[src/rtl/delay_trig_pkg.sv]
// Shared types and widths for the trigger-delay block.
package delay_trig_pkg;

    localparam int unsigned CNT_W = 16;

    typedef enum logic [1:0] {
        IDLE,
        ARMED,
        WAIT,
        FIRE
    } state_t;

endpackage

[src/rtl/delay_trig_edge.sv]
// Rising-edge detector; the delayed copy resets high so a level held through reset is not an event.
module delay_trig_edge (
    input  logic clk,
    input  logic rst,
    input  logic trig_in,
    output logic rise_c
);

    logic trig_in_d;

    always_ff @(posedge clk or posedge rst) begin
        if (rst) begin
            trig_in_d <= 1'b1;
        end else begin
            trig_in_d <= trig_in;
        end
    end

    assign rise_c = trig_in & ~trig_in_d;

endmodule

[src/rtl/delay_trig_block.sv]
// Captures a trigger event, holds it until valid is seen, then emits a delayed, fixed-width pulse.
module delay_trig_block
    import delay_trig_pkg::*;
#(
    parameter int unsigned DELAY       = 0,
    parameter int unsigned PULSE_WIDTH = 1
) (
    input  logic clk,
    input  logic rst,
    input  logic trig_in,
    input  logic valid,
    output logic trig_out,
    output logic ready
);

    // Counters run load-1 down to 0 so the loaded value equals the remaining cycle count.
    localparam logic [CNT_W-1:0] DELAY_LOAD = (DELAY > 0) ? CNT_W'(DELAY - 1) : '0;
    localparam logic [CNT_W-1:0] PW_LOAD    = CNT_W'(PULSE_WIDTH - 1);

    state_t           state;
    logic [CNT_W-1:0] dly_cnt;
    logic [CNT_W-1:0] pw_cnt;
    logic             rise_c;

    delay_trig_edge u_edge (
        .clk     (clk),
        .rst     (rst),
        .trig_in (trig_in),
        .rise_c  (rise_c)
    );

    // Outputs are updated alongside the state so they stay registered.
    always_ff @(posedge clk or posedge rst) begin
        if (rst) begin
            state    <= IDLE;
            trig_out <= 1'b0;
            ready    <= 1'b1;
            dly_cnt  <= '0;
            pw_cnt   <= '0;
        end else begin
            case (state)
                IDLE: begin
                    if (rise_c) begin
                        state <= ARMED;
                        ready <= 1'b0;
                    end
                end
                ARMED: begin
                    if (valid) begin
                        if (DELAY == 0) begin
                            state    <= FIRE;
                            trig_out <= 1'b1;
                            pw_cnt   <= PW_LOAD;
                        end else begin
                            state   <= WAIT;
                            dly_cnt <= DELAY_LOAD;
                        end
                    end
                end
                WAIT: begin
                    if (dly_cnt == '0) begin
                        state    <= FIRE;
                        trig_out <= 1'b1;
                        pw_cnt   <= PW_LOAD;
                    end else begin
                        dly_cnt <= dly_cnt - CNT_W'(1);
                    end
                end
                FIRE: begin
                    if (pw_cnt == '0) begin
                        state    <= IDLE;
                        trig_out <= 1'b0;
                        ready    <= 1'b1;
                    end else begin
                        pw_cnt <= pw_cnt - CNT_W'(1);
                    end
                end
                default: begin
                    state    <= IDLE;
                    trig_out <= 1'b0;
                    ready    <= 1'b1;
                end
            endcase
        end
    end

endmodule

[config.mk]
export PLATFORM = sky130hd
export DESIGN_NAME = delay_trig_block
export DESIGN_NICKNAME = d
export VERILOG_FILES = /design/src/rtl/delay_trig_pkg.sv /design/src/rtl/delay_trig_edge.sv /design/src/rtl/delay_trig_block.sv
export SDC_FILE = /design/constraint.sdc
export NUM_CORES = 1
export LEC_CHECK = 0
export ABC_AREA = 1
export CORE_UTILIZATION = 45
export DETAILED_ROUTE_END_ITERATION = 10
export GPL_TIMING_DRIVEN = 0
export RECOVER_POWER = 50
export SLEW_MARGIN = 20
export SYNTH_ARGS = -nofsm -noshare
export SYNTH_HDL_FRONTEND = slang
export SYNTH_SLANG_ARGS = --single-unit
[constraint.sdc]
create_clock -name clk -period 2 [get_ports clk]
set_input_delay 0.3 -clock clk [delete_from_list [all_inputs] [get_ports clk]]
set_output_delay 0.3 -clock clk [all_outputs]
set_load 0.02 [all_outputs]
==> results of run 1 <==
-- critical path, delay by kind of cell, from the launching register on --
family | cells | cell delay, ns
and+or+nand+nor | 3 | 0.30
DFF | 1 | 0.42
buffers and inverters | 2 | 0.70
adders and majority gates | 1 | 0.31
-- cell families (layout without fill, tap and decap cells) --
kind of cell	count (synthesis)	in the layout	share of synthesized area
AOI/OAI and AO/OA	24	24	0.04985
xor gates and xnor gates	18	18	0.06542
and+or+nand+nor	218	218	0.3936
adders and majority gates	8	8	0.04154
DFF	37	37	0.3853
buffers and inverters	35	49	0.06437
-- layout make-up --
cell class,instances,area [µm²],share of cell area
Buffer,5,42.54,0.01608
Clock buffer,8,90.09,0.03404
Inverter,30,112.6,0.04255
Multi-Input combinational cell,268,1330,0.5026
Sequential cell,37,928.4,0.3508
Tap cell,70,87.58,0.03310
Timing Repair Buffer,6,55.05,0.02080
-- per-layer routing --
metal  up-vias  share of wire  routed length (µm)  track usage
met4         0         0.0073                  36      0.05556
met5         -              0                   0            0
met2        12           0.43                2134       0.2943
li1       1078              -                   -            -
met1       922           0.54                2658       0.2901
met3         4          0.016                  78      0.02811
-- registers in the layout, summed over array words and instances (netlist names) --
name              cells
dly_cnt              16
pw_cnt               16
ready                 1
state                 2
trig_out              1
u_edge.trig_in_d      1
-- metrics by stage --
step | hold WS (ns) | utilization | setup TNS [ns]
floorplan | 0.3045 | - | 0
detailed placement | 0.4717 | 0.4995 | 0
global route | 0.5155 | 0.5148 | 0
CTS | 0.2928 | 0.5170 | 0
global placement | 0.4673 | 0.4956 | -0.7330
finish | 0.4779 | 0.5148 | 0
-- where the power goes --
group	switching (mW)	internal (mW)	total [mW]
Clock	0.271	0.282	0.552
Combinational	1.29	0.747	2.03
Sequential	0.162	0.907	1.07
-- final timing paths --
check	to	slack, ns	depth (start not counted)
max	pw_cnt[7]	0.21	6
min	pw_cnt[13]	0.48	2
max reg2reg	pw_cnt[7]	0.21	6
min reg2reg	trig_out	0.48	2
max in group asynchronous	pw_cnt[1]	0.54	3
min in group clk	trig_out	0.48	2
-- what timing repair did --
| action | CTS | global route |
|---|---|---|
| resized for setup | 0 | 1 |
| hold buffers | 0 | 0 |
| endpoints found under the setup margin | 0 | 1 |
-- cell usage in the layout (no fill, tap or decap), drive strengths merged, types with 3 or more instances in the layout --
cell,netlist,layout
nor3,4,4
a21oi,4,4
xor2,9,9
ha,8,8
o21ai,20,20
buf,4,4
clkdlybuf4s50,0,3
nand3,15,15
dfrtp,35,35
nand2,130,130
xnor2,9,9
inv,29,29
clkbuf,1,10
nor2,66,66
==> summary.md, run 1 <==
| Metric | Value |
|---|---|
| Post-route antenna net violation count | `0` |
| Setup Crit Path Kind | `reg -> reg` |
| Max Slew Vio Count | `0` |
| Launching instance or port of the critical path | `state[0]` |
| Die area | `roughly 5700 µm²` |
| First-pass DRT Iterations | `4` |
| Worst setup SP type | `flip-flop` |
| Number of standard cells in the layout, taps in and fillers out | `424` |
| Run status | `finished clean` |
| Post-synth ARST share | `1.000` |
| Clock-pin slew on the worst setup and hold paths | `0.08 ns` |
| Dominant cell by count in the synthesized netlist | `sky130_fd_sc_hd__nand2_1` |
| Max clock buf depth | `2` |
| Detail-routed via count per cell | `between 4 and 5` |
| Hold/Removal Path Class | `in -> async` |
| Origin of the critical flop-to-flop path | `state[0]` |
| Worst clock skew | `0.005995 ns` |
| Clock Latency Late Sink | `0.29 ns` |
| Number of nets in the synthesized netlist | `around 350` |
| Initial antenna violation count | `0` |
| Number of design rule violations left after detail routing | `0` |
| Root cell of the clock tree | `sky130_fd_sc_hd__clkbuf_8` |
| Area growth from synthesis to layout | `9.813%` |
| Placed standard-cell area | `2567 µm²` |
| Tot GR Track Use | `0.1949` |
| Leakage Power | `1.520 nW` |
| Number of diodes | `0` |
| Synth top cells by count | `sky130_fd_sc_hd__nand2_1, sky130_fd_sc_hd__nor2_1, sky130_fd_sc_hd__dfrtp_1` |
| Placement Rows | `26` |
| Syn. warnings | `0` |
| Ratio of cells with drive above 1 in the final layout | `0.07062` |
| Aggregate global routing overflow | `0` |
| Maximum level of the CTS H-tree | `2` |
| Die extent in y | `~75 µm` |
| Placer congestion estimate | `about 0.78` |
| Max-slew headroom at the worst pin | `0.5924` |
| Transition at the pin with the smallest max-transition slack | `0.6115 ns` |
| Final critical delay including setup and external delays | `roughly 1.8 ns` |
| Count of clock tree sinks | `37` |
| Number of placed cells counting well taps | `416` |
| Final Total Pwr | `between 3 and 4 mW` |
| Arrival time worst endpoint | `2.02 ns` |
| Critical Path Sink Type | `flip-flop` |
| Initial DRC Count | `68` |
| Cell area after layout | `2646 µm²` |
| Count of filler cells inserted in the layout | `~550` |
| Worst setup timing slack at the placement stage | `about 0.22 ns` |
| Vias after detailed routing | `2,016` |
| Netlist cell types | `28` |
| Largest net degree at the start of global routing | `25` |
| Top-area cell type share of the netlist area | `0.3634` |
| CP max-delay cell | `sky130_fd_sc_hd__dfrtp_1` |
| Global-route wire length before repair | `8.321 mm` |
| Power per cell area | `1381 nW/µm²` |
| Post-synth EDFFs | `0` |
| Cell types occupying the most area after synthesis | `sky130_fd_sc_hd__dfrtp_1, sky130_fd_sc_hd__nand2_1, sky130_fd_sc_hd__nor2_1, sky130_fd_sc_hd__inv_1, sky130_fd_sc_hd__ha_1` |
| Proportion of synthesized chip area in sequential cells | `0.3853` |
| Most used cell, CP | `sky130_fd_sc_hd__nand2_1` |
| Number of endpoints with negative hold slack in the final report | `0` |
| DP Wirelength | `roughly 3.6 mm` |
| Core Area | `5140 µm²` |
| Synthesized area | `2410 µm²` |
| Synth Register Bits | `37` |
| Final layout net count | `around 370` |
| Highest ir drop seen on vdd | `0.8251 mV` |
| Largest stage delay on the critical path | `about 0.42 ns` |
| CP cell instances | `ha_1, clkinv_1, clkbuf_1, nor2_1, nand2_1, nand2_1` |
| # IOs | `6` |
| CTS tree | `done` |
| Most area-hungry cell type in the Yosys netlist | `sky130_fd_sc_hd__dfrtp_1` |
| Cell count after synthesis | `340` |
| WL/cell | `11.58 µm` |
| Most used DFF post-synth | `sky130_fd_sc_hd__dfrtp_1` |
| Clock buffer count from CTS | `5` |
| Crit-path max FO | `10` |
| Final Setup Violations | `0` |
| Number of global-route vias before repair | `roughly 1,800` |
| Starting density of the core | `0.4688` |
| Final worst path period share | `0.8971` |
| Unrepaired setup endpoints after global routing | `false` |
| Die Width | `75.18 µm` |
| Final Worst Setup Slack | `0.2057 ns` |
| Final wirelength | `4.908 mm` |
| Port Buffers | `5` |
| Maximum clock frequency | `0.5573 GHz` |
| Max Cap Violations | `0` |
| # Post-CTS Setup Buffers | `0` |
| Post-Syn Area per Cell | `7.088 µm²` |
| Required arrival time at the worst endpoint | `2.23 ns` |
Power figures use the tool's default switching activity.
==> inputs of run 2 (changes only) <==
- CORE_UTILIZATION: 45 -> 40
==> run 2 against run 1 <==
Total power rose by 3.5%. Die area rose by 12%. Clock skew fell by 0.0018 ns. Global-route usage fell by 1.8 points. Cell count rose by 0.47%. Non-clock buffer count did not move. Critical path type unchanged. Highest routed layer unchanged.
==> summary.md, run 2 (synthesized netlist as in run 1, its figures left out) <==
| Metric | Value |
|---|---|
| Leakage Power | `1.534 nW (was 1.520 nW)` |
| Placer congestion estimate | `0.8275 (was 0.7843)` |
| Unrepaired setup endpoints after global routing | `false (unchanged)` |
| Final worst path period share | `0.8952 (was 0.8971)` |
| Placed standard-cell area | `2570 µm² (was 2567 µm²)` |
| Placement Rows | `27 (was 26)` |
| Number of design rule violations left after detail routing | `0 (unchanged)` |
| DP Wirelength | `3.514 mm (was 3.596 mm)` |
| Number of diodes | `0 (unchanged)` |
| Clock Latency Late Sink | `0.29 ns (about the same)` |
| Final critical delay including setup and external delays | `1.790 ns (was 1.794 ns)` |
| Final Worst Setup Slack | `0.2097 ns (was 0.2057 ns)` |
| Clock buffer count from CTS | `5 (unchanged)` |
| Critical Path Sink Type | `flip-flop (unchanged)` |
| Number of global-route vias before repair | `1,963 (was 1,804)` |
| Reg2reg setup slack | `0.21 ns (about the same)` |
| Cell area after layout | `2676 µm² (was 2646 µm²)` |
| Highest ir drop seen on vdd | `0.7816 mV (was 0.8251 mV)` |
| Max Slew Vio Count | `0 (unchanged)` |
| CP max-delay cell | `sky130_fd_sc_hd__dfrtp_1 (unchanged)` |
| Tot GR Track Use | `0.1768 (was 0.1949)` |
| Worst clock skew | `0.004188 ns (was 0.005995 ns)` |
| Clock-pin slew on the worst setup and hold paths | `0.07 ns (was 0.08 ns)` |
| Run status | `finished clean (unchanged)` |
| Ratio of cells with drive above 1 in the final layout | `0.07062 (unchanged)` |
| CP cell instances | `inv_1, ha_1, nand2_1, nor2_4, nand2_1, a21oi_1, nand2_1, nand2_1, nand2_1 (was ha_1, clkinv_1, clkbuf_1, nor2_1, nand2_1, nand2_1)` |
| Top library cells by usage in the layout, fill and taps aside | `sky130_fd_sc_hd__nand2_1, sky130_fd_sc_hd__nor2_1, sky130_fd_sc_hd__dfrtp_1, sky130_fd_sc_hd__inv_1, sky130_fd_sc_hd__nand3_1 (unchanged)` |
| Number of standard cells in the layout, taps in and fillers out | `426 (was 424)` |
| Most used cell, CP | `sky130_fd_sc_hd__nand2_1 (unchanged)` |
| Area growth from synthesis to layout | `11.06% (was 9.813%)` |
| Max-slew headroom at the worst pin | `0.6043 (was 0.5924)` |
| Die Width | `79.62 µm (was 75.18 µm)` |
| Crit-path max FO | `4 (was 10)` |
| Max Cap Violations | `0 (unchanged)` |
| Detail-routed via count per cell | `4.681 (was 4.755)` |
| Maximum level of the CTS H-tree | `2 (unchanged)` |
| Power per cell area | `1414 nW/µm² (was 1381 nW/µm²)` |
| Max clock buf depth | `2 (unchanged)` |
| Initial antenna violation count | `0 (unchanged)` |
| First-pass DRT Iterations | `4 (unchanged)` |
| Number of placed cells counting well taps | `418 (was 416)` |
| Post-route antenna net violation count | `0 (unchanged)` |
| Worst setup timing slack at the placement stage | `0.1972 ns (was 0.2156 ns)` |
| Largest net degree at the start of global routing | `25 (unchanged)` |
| Final Setup Violations | `0 (unchanged)` |
| Arrival time worst endpoint | `1.98 ns (was 2.02 ns)` |
| Die area | `6339 µm² (was 5652 µm²)` |
| Number of endpoints with negative hold slack in the final report | `0 (unchanged)` |
| WL/cell | `11.11 µm (was 11.58 µm)` |
| Core Area | `5642 µm² (was 5140 µm²)` |
| Port Buffers | `5 (unchanged)` |
| # IOs | `6 (unchanged)` |
| Total negative slack | `0 ns (unchanged)` |
| Hold/Removal Path Class | `in -> async (unchanged)` |
| Setup Crit Path Kind | `reg -> reg (unchanged)` |
| Top Registers | `dly_cnt: 16 flops, pw_cnt: 16 flops, state: 2 flops (unchanged)` |
| Leading cell type in the layout, fill and taps excluded | `sky130_fd_sc_hd__nand2_1 (unchanged)` |
| Vias after detailed routing | `1,994 (was 2,016)` |
| Required arrival time at the worst endpoint | `2.19 ns (was 2.23 ns)` |
| Global-route wire length before repair | `8.707 mm (was 8.321 mm)` |
| Aggregate global routing overflow | `0 (unchanged)` |
| Maximum clock frequency | `0.5586 GHz (was 0.5573 GHz)` |
| Die extent in y | `79.62 µm (was 75.18 µm)` |
| Initial DRC Count | `90 (was 68)` |
| # Post-CTS Setup Buffers | `0 (unchanged)` |
| CTS tree | `done (unchanged)` |
| Transition at the pin with the smallest max-transition slack | `0.5935 ns (was 0.6115 ns)` |
| Starting density of the core | `0.4271 (was 0.4688)` |
| Worst setup SP type | `flip-flop (unchanged)` |
| Final layout net count | `365 (unchanged)` |
| Final Core Density | `0.4744 (was 0.5148)` |
| Largest stage delay on the critical path | `0.40 ns (was 0.42 ns)` |
| Count of clock tree sinks | `37 (unchanged)` |
| Count of filler cells inserted in the layout | `589 (was 549)` |
| Root cell of the clock tree | `sky130_fd_sc_hd__clkbuf_8 (unchanged)` |
| Final wirelength | `4.732 mm (was 4.908 mm)` |
-- run 2: final cells by class --
| class | instances | area [µm²] | area share |
|---|---|---|---|
| inverter | 30 | 112.6 | 0.04208 |
| clock inverter | 1 | 30.03 | 0.01122 |
| timing repair buffer | 6 | 55.05 | 0.02057 |
| clock buffer | 7 | 86.33 | 0.03226 |
| tap | 72 | 90.09 | 0.03366 |
| multi-input combinational | 268 | 1331 | 0.4974 |
| sequential | 37 | 928.4 | 0.3469 |
| buffer | 5 | 42.54 | 0.01590 |
-- run 2: where the power goes --
group / internal (mW) / switching [mW] / leakage, nW
logic: 0.748 / 1.29 / 0.979
registers: 0.908 / 0.159 / 0.496
clock network: 0.407 / 0.270 / 0.0585
-- run 2: critical path, delay by kind of cell, from the launching register on --
kind                     cells  cell delay, ns
AND/OR/NAND/NOR              6            0.71
buffers and inverters        1            0.09
AO/OA/AOI/OAI                1            0.25
adder cells (fa/ha/maj)      1            0.24
flip-flops                   1            0.40
-- run 2: repair_timing --
action                                  4_1_cts  5_1_grt
resized for setup                             0        1
hold buffers                                  0        0
hold endpoints to repair                      0        0
endpoints found under the setup margin        0        2
-- run 2: per-stage QoR --
stage               total power [mW]  hold slack, ns
floorplan                      2.690          0.3045
global placement               3.084          0.4660
detailed placement             3.105          0.4611
CTS                            3.807          0.2792
global route                   4.226          0.5095
finish                         3.783          0.4742
-- run 2: worst paths after layout --
check,from,end,cells after the start
worst min-delay path,rst,state[0],2
min in group clk,trig_out,trig_out,2
worst max-delay path,pw_cnt[0],state[0],9
worst max register to register,pw_cnt[0],state[0],9
worst min register to register,trig_out,trig_out,2
max in group asynchronous,rst,dly_cnt[14],3
-- run 2: per-layer routing --
metal  share of wire  global-route usage  vias up
met5               0                   0        -
met4           0.012             0.06182        0
met3           0.027             0.04229        5
met2            0.43              0.2735       14
met1            0.53              0.2397      904
li1                -                   -     1071
==> inputs of run 3 (changes only) <==
- CORE_UTILIZATION: 40 -> 60
- PLACE_DENSITY: unset -> 0.78
==> run 3 against run 2 <==
Sequential share of layout area grew 0.41 points. Routed wire length shrank 1.2%. Via count grew 0.75%. Sequential cell count is the same. Highest routed layer unchanged.
==> summary.md, run 3 (synthesized netlist as in run 1, its figures left out) <==
| Metric | Value |
|---|---|
| Crit-path max FO | `10 (was 4)` |
| Unrepaired setup endpoints after global routing | `false (unchanged)` |
| Critical Path Sink Type | `flip-flop (unchanged)` |
| Global-route wire length before repair | `8.397 mm (was 8.707 mm)` |
| Root cell of the clock tree | `sky130_fd_sc_hd__clkbuf_8 (unchanged)` |
| Max-slew headroom at the worst pin | `0.07734 (was 0.6043)` |
| Hold/Removal Path Class | `reg -> reg (was in -> async)` |
| Launching instance or port of the critical path | `pw_cnt[0] (unchanged)` |
| Origin of the critical flop-to-flop path | `pw_cnt[0] (unchanged)` |
| Arrival time worst endpoint | `1.99 ns (was 1.98 ns)` |
| Largest net degree at the start of global routing | `38 (was 25)` |
| Final critical delay including setup and external delays | `1.812 ns (was 1.790 ns)` |
| Die Width | `65.38 µm (was 79.62 µm)` |
| Required arrival time at the worst endpoint | `2.18 ns (was 2.19 ns)` |
| Final Worst Setup Slack | `0.1884 ns (was 0.2097 ns)` |
| Aggregate global routing overflow | `0 (unchanged)` |
| Detail-routed via count per cell | `5.010 (was 4.681)` |
| Worst clock skew | `0.008521 ns (was 0.004188 ns)` |
| Vias after detailed routing | `2,009 (was 1,994)` |
| Tot GR Track Use | `0.2551 (was 0.1768)` |
| Placer congestion estimate | `0.8698 (was 0.8275)` |
| Die area | `4274 µm² (was 6339 µm²)` |
| Top Registers | `dly_cnt: 16 flops, pw_cnt: 16 flops, state: 2 flops (unchanged)` |
| Count of clock tree sinks | `37 (unchanged)` |
| Power per cell area | `1440 nW/µm² (was 1414 nW/µm²)` |
| Final layout net count | `364 (was 365)` |
| Port Buffers | `5 (unchanged)` |
| Worst setup SP type | `flip-flop (unchanged)` |
| Start point of the worst min-delay path | `trig_out` |
| Number of endpoints with negative hold slack in the final report | `0 (unchanged)` |
| # Post-CTS Setup Buffers | `0 (unchanged)` |
| First-pass DRT Iterations | `6 (was 4)` |
| Setup Crit Path Kind | `reg -> reg (unchanged)` |
| Placement Rows | `22 (was 27)` |
| Total negative slack | `0 ns (unchanged)` |
| CP cell instances | `inv_1, ha_1, nand2_1, nor2_4, nand3_2, nand2_4, nor2_8, buf_8, nand2_1, nand2_1 (was inv_1, ha_1, nand2_1, nor2_4, nand2_1, a21oi_1, nand2_1, nand2_1, nand2_1)` |
| Worst setup timing slack at the placement stage | `0.1689 ns (was 0.1972 ns)` |
| Final Setup Violations | `0 (unchanged)` |
| Core Area | `3744 µm² (was 5642 µm²)` |
| Initial DRC Count | `108 (was 90)` |
| Most used cell, CP | `sky130_fd_sc_hd__nand2_1 (unchanged)` |
| DP Wirelength | `3.387 mm (was 3.514 mm)` |
| Maximum clock frequency | `0.5520 GHz (was 0.5586 GHz)` |
| # IOs | `6 (unchanged)` |
| Run status | `finished clean (unchanged)` |
| Die extent in y | `65.38 µm (was 79.62 µm)` |
| Final wirelength | `4.677 mm (was 4.732 mm)` |
| Clock Latency Late Sink | `0.29 ns (about the same)` |
| Final Core Density | `0.7066 (was 0.4744)` |
| Starting density of the core | `0.6437 (was 0.4271)` |
| Clock-pin slew on the worst setup and hold paths | `0.08 ns (was 0.07 ns)` |
| Transition at the pin with the smallest max-transition slack | `1.382 ns (was 0.5935 ns)` |
| Post-route antenna net violation count | `0 (unchanged)` |
| CP max-delay cell | `sky130_fd_sc_hd__dfrtp_1 (unchanged)` |
| Highest ir drop seen on vdd | `1.038 mV (was 0.7816 mV)` |
| WL/cell | `11.66 µm (was 11.11 µm)` |
| Max Cap Violations | `0 (unchanged)` |
| Maximum level of the CTS H-tree | `2 (unchanged)` |
| Clock buffer count from CTS | `5 (unchanged)` |
| Max clock buf depth | `2 (unchanged)` |
| Final Total Pwr | `3.810 mW (was 3.783 mW)` |
| Leakage Power | `1.530 nW (was 1.534 nW)` |
| Top library cells by usage in the layout, fill and taps aside | `sky130_fd_sc_hd__nand2_1, sky130_fd_sc_hd__nor2_1, sky130_fd_sc_hd__dfrtp_1, sky130_fd_sc_hd__inv_1, sky130_fd_sc_hd__nand3_1 (unchanged)` |
| Number of global-route vias before repair | `1,895 (was 1,963)` |
| Ratio of cells with drive above 1 in the final layout | `0.07082 (was 0.07062)` |
| Area growth from synthesis to layout | `9.761% (was 11.06%)` |
| Leading cell type in the layout, fill and taps excluded | `sky130_fd_sc_hd__nand2_1 (unchanged)` |
| CTS tree | `done (unchanged)` |
| Number of diodes | `0 (unchanged)` |
| Max Slew Vio Count | `0 (unchanged)` |
| Initial antenna violation count | `0 (unchanged)` |
| Final worst path period share | `0.9058 (was 0.8952)` |
| Largest stage delay on the critical path | `0.40 ns (about the same)` |
| Number of design rule violations left after detail routing | `0 (unchanged)` |
## run 3: cell count changes in the layout (fill, tap and decap cells not counted), sizes merged
cell,previous run,this run
clkdlybuf4s50,3,4
clkbuf,9,8
dlygate4sd3,2,1
## run 3: through the flow
step / cell area [µm²] / hold slack (ns) / cells
CTS: 2636 / 0.4663 / 401
global placement: 2520 / 0.4659 / 393
detailed placement: 2520 / 0.4659 / 393
finish: 2645 / 0.4798 / 401
global route: 2645 / 0.5251 / 401
floorplan: 2410 / 0.3045 / 340
## run 3: timing repair
action                     4_1_cts  5_1_grt
hold buffers                     0        0
resized for setup                0        2
setup endpoints to repair        0        4
hold endpoints to repair         0        0
## run 3: where the power goes
group / leakage [nW] / switching (mW) / internal (mW)
registers: 0.496 / 0.158 / 0.908
clock network: 0.0585 / 0.269 / 0.407
logic: 0.975 / 1.31 / 0.754
## run 3: worst max-delay path: cells and delay by family (launching register included)
| kind | cells | cell delay (ns) |
|---|---|---|
| DFF | 1 | 0.40 |
| adders and majority gates | 1 | 0.26 |
| buffers and inverters | 2 | 0.23 |
| and+or+nand+nor | 7 | 0.79 |
## run 3: path summary, 6_finish.rpt
path	to	slack, ns	depth (start not counted)
setup / recovery	pw_cnt[6]	0.19	10
hold / removal	trig_out	0.48	2
setup reg to reg	pw_cnt[6]	0.19	10
hold reg to reg	trig_out	0.48	2
max in group asynchronous	dly_cnt[6]	0.47	2
min in group asynchronous	dly_cnt[3]	0.71	2
## run 3: area by class of cell
class                      count  area (µm²)
timing repair buffer           5       50.05
tap                           48       60.06
buffer                         5       42.54
sequential                    37       928.4
multi-input combinational    268        1335
clock buffer                   7       86.33
fill                         317        1099
inverter                      30       112.6
clock inverter                 1       30.03
## run 3: metal layers
layer / track usage / wire length, µm / vias to the layer above / share of wire
li1: - / - / 1073 / -
met1: 0.3459 / 2381 / 890 / 0.51
met2: 0.4098 / 2049 / 39 / 0.44
met3: 0.05729 / 190 / 7 / 0.041
met4: 0.06522 / 55 / 0 / 0.012
met5: 0 / 0 / - / 0
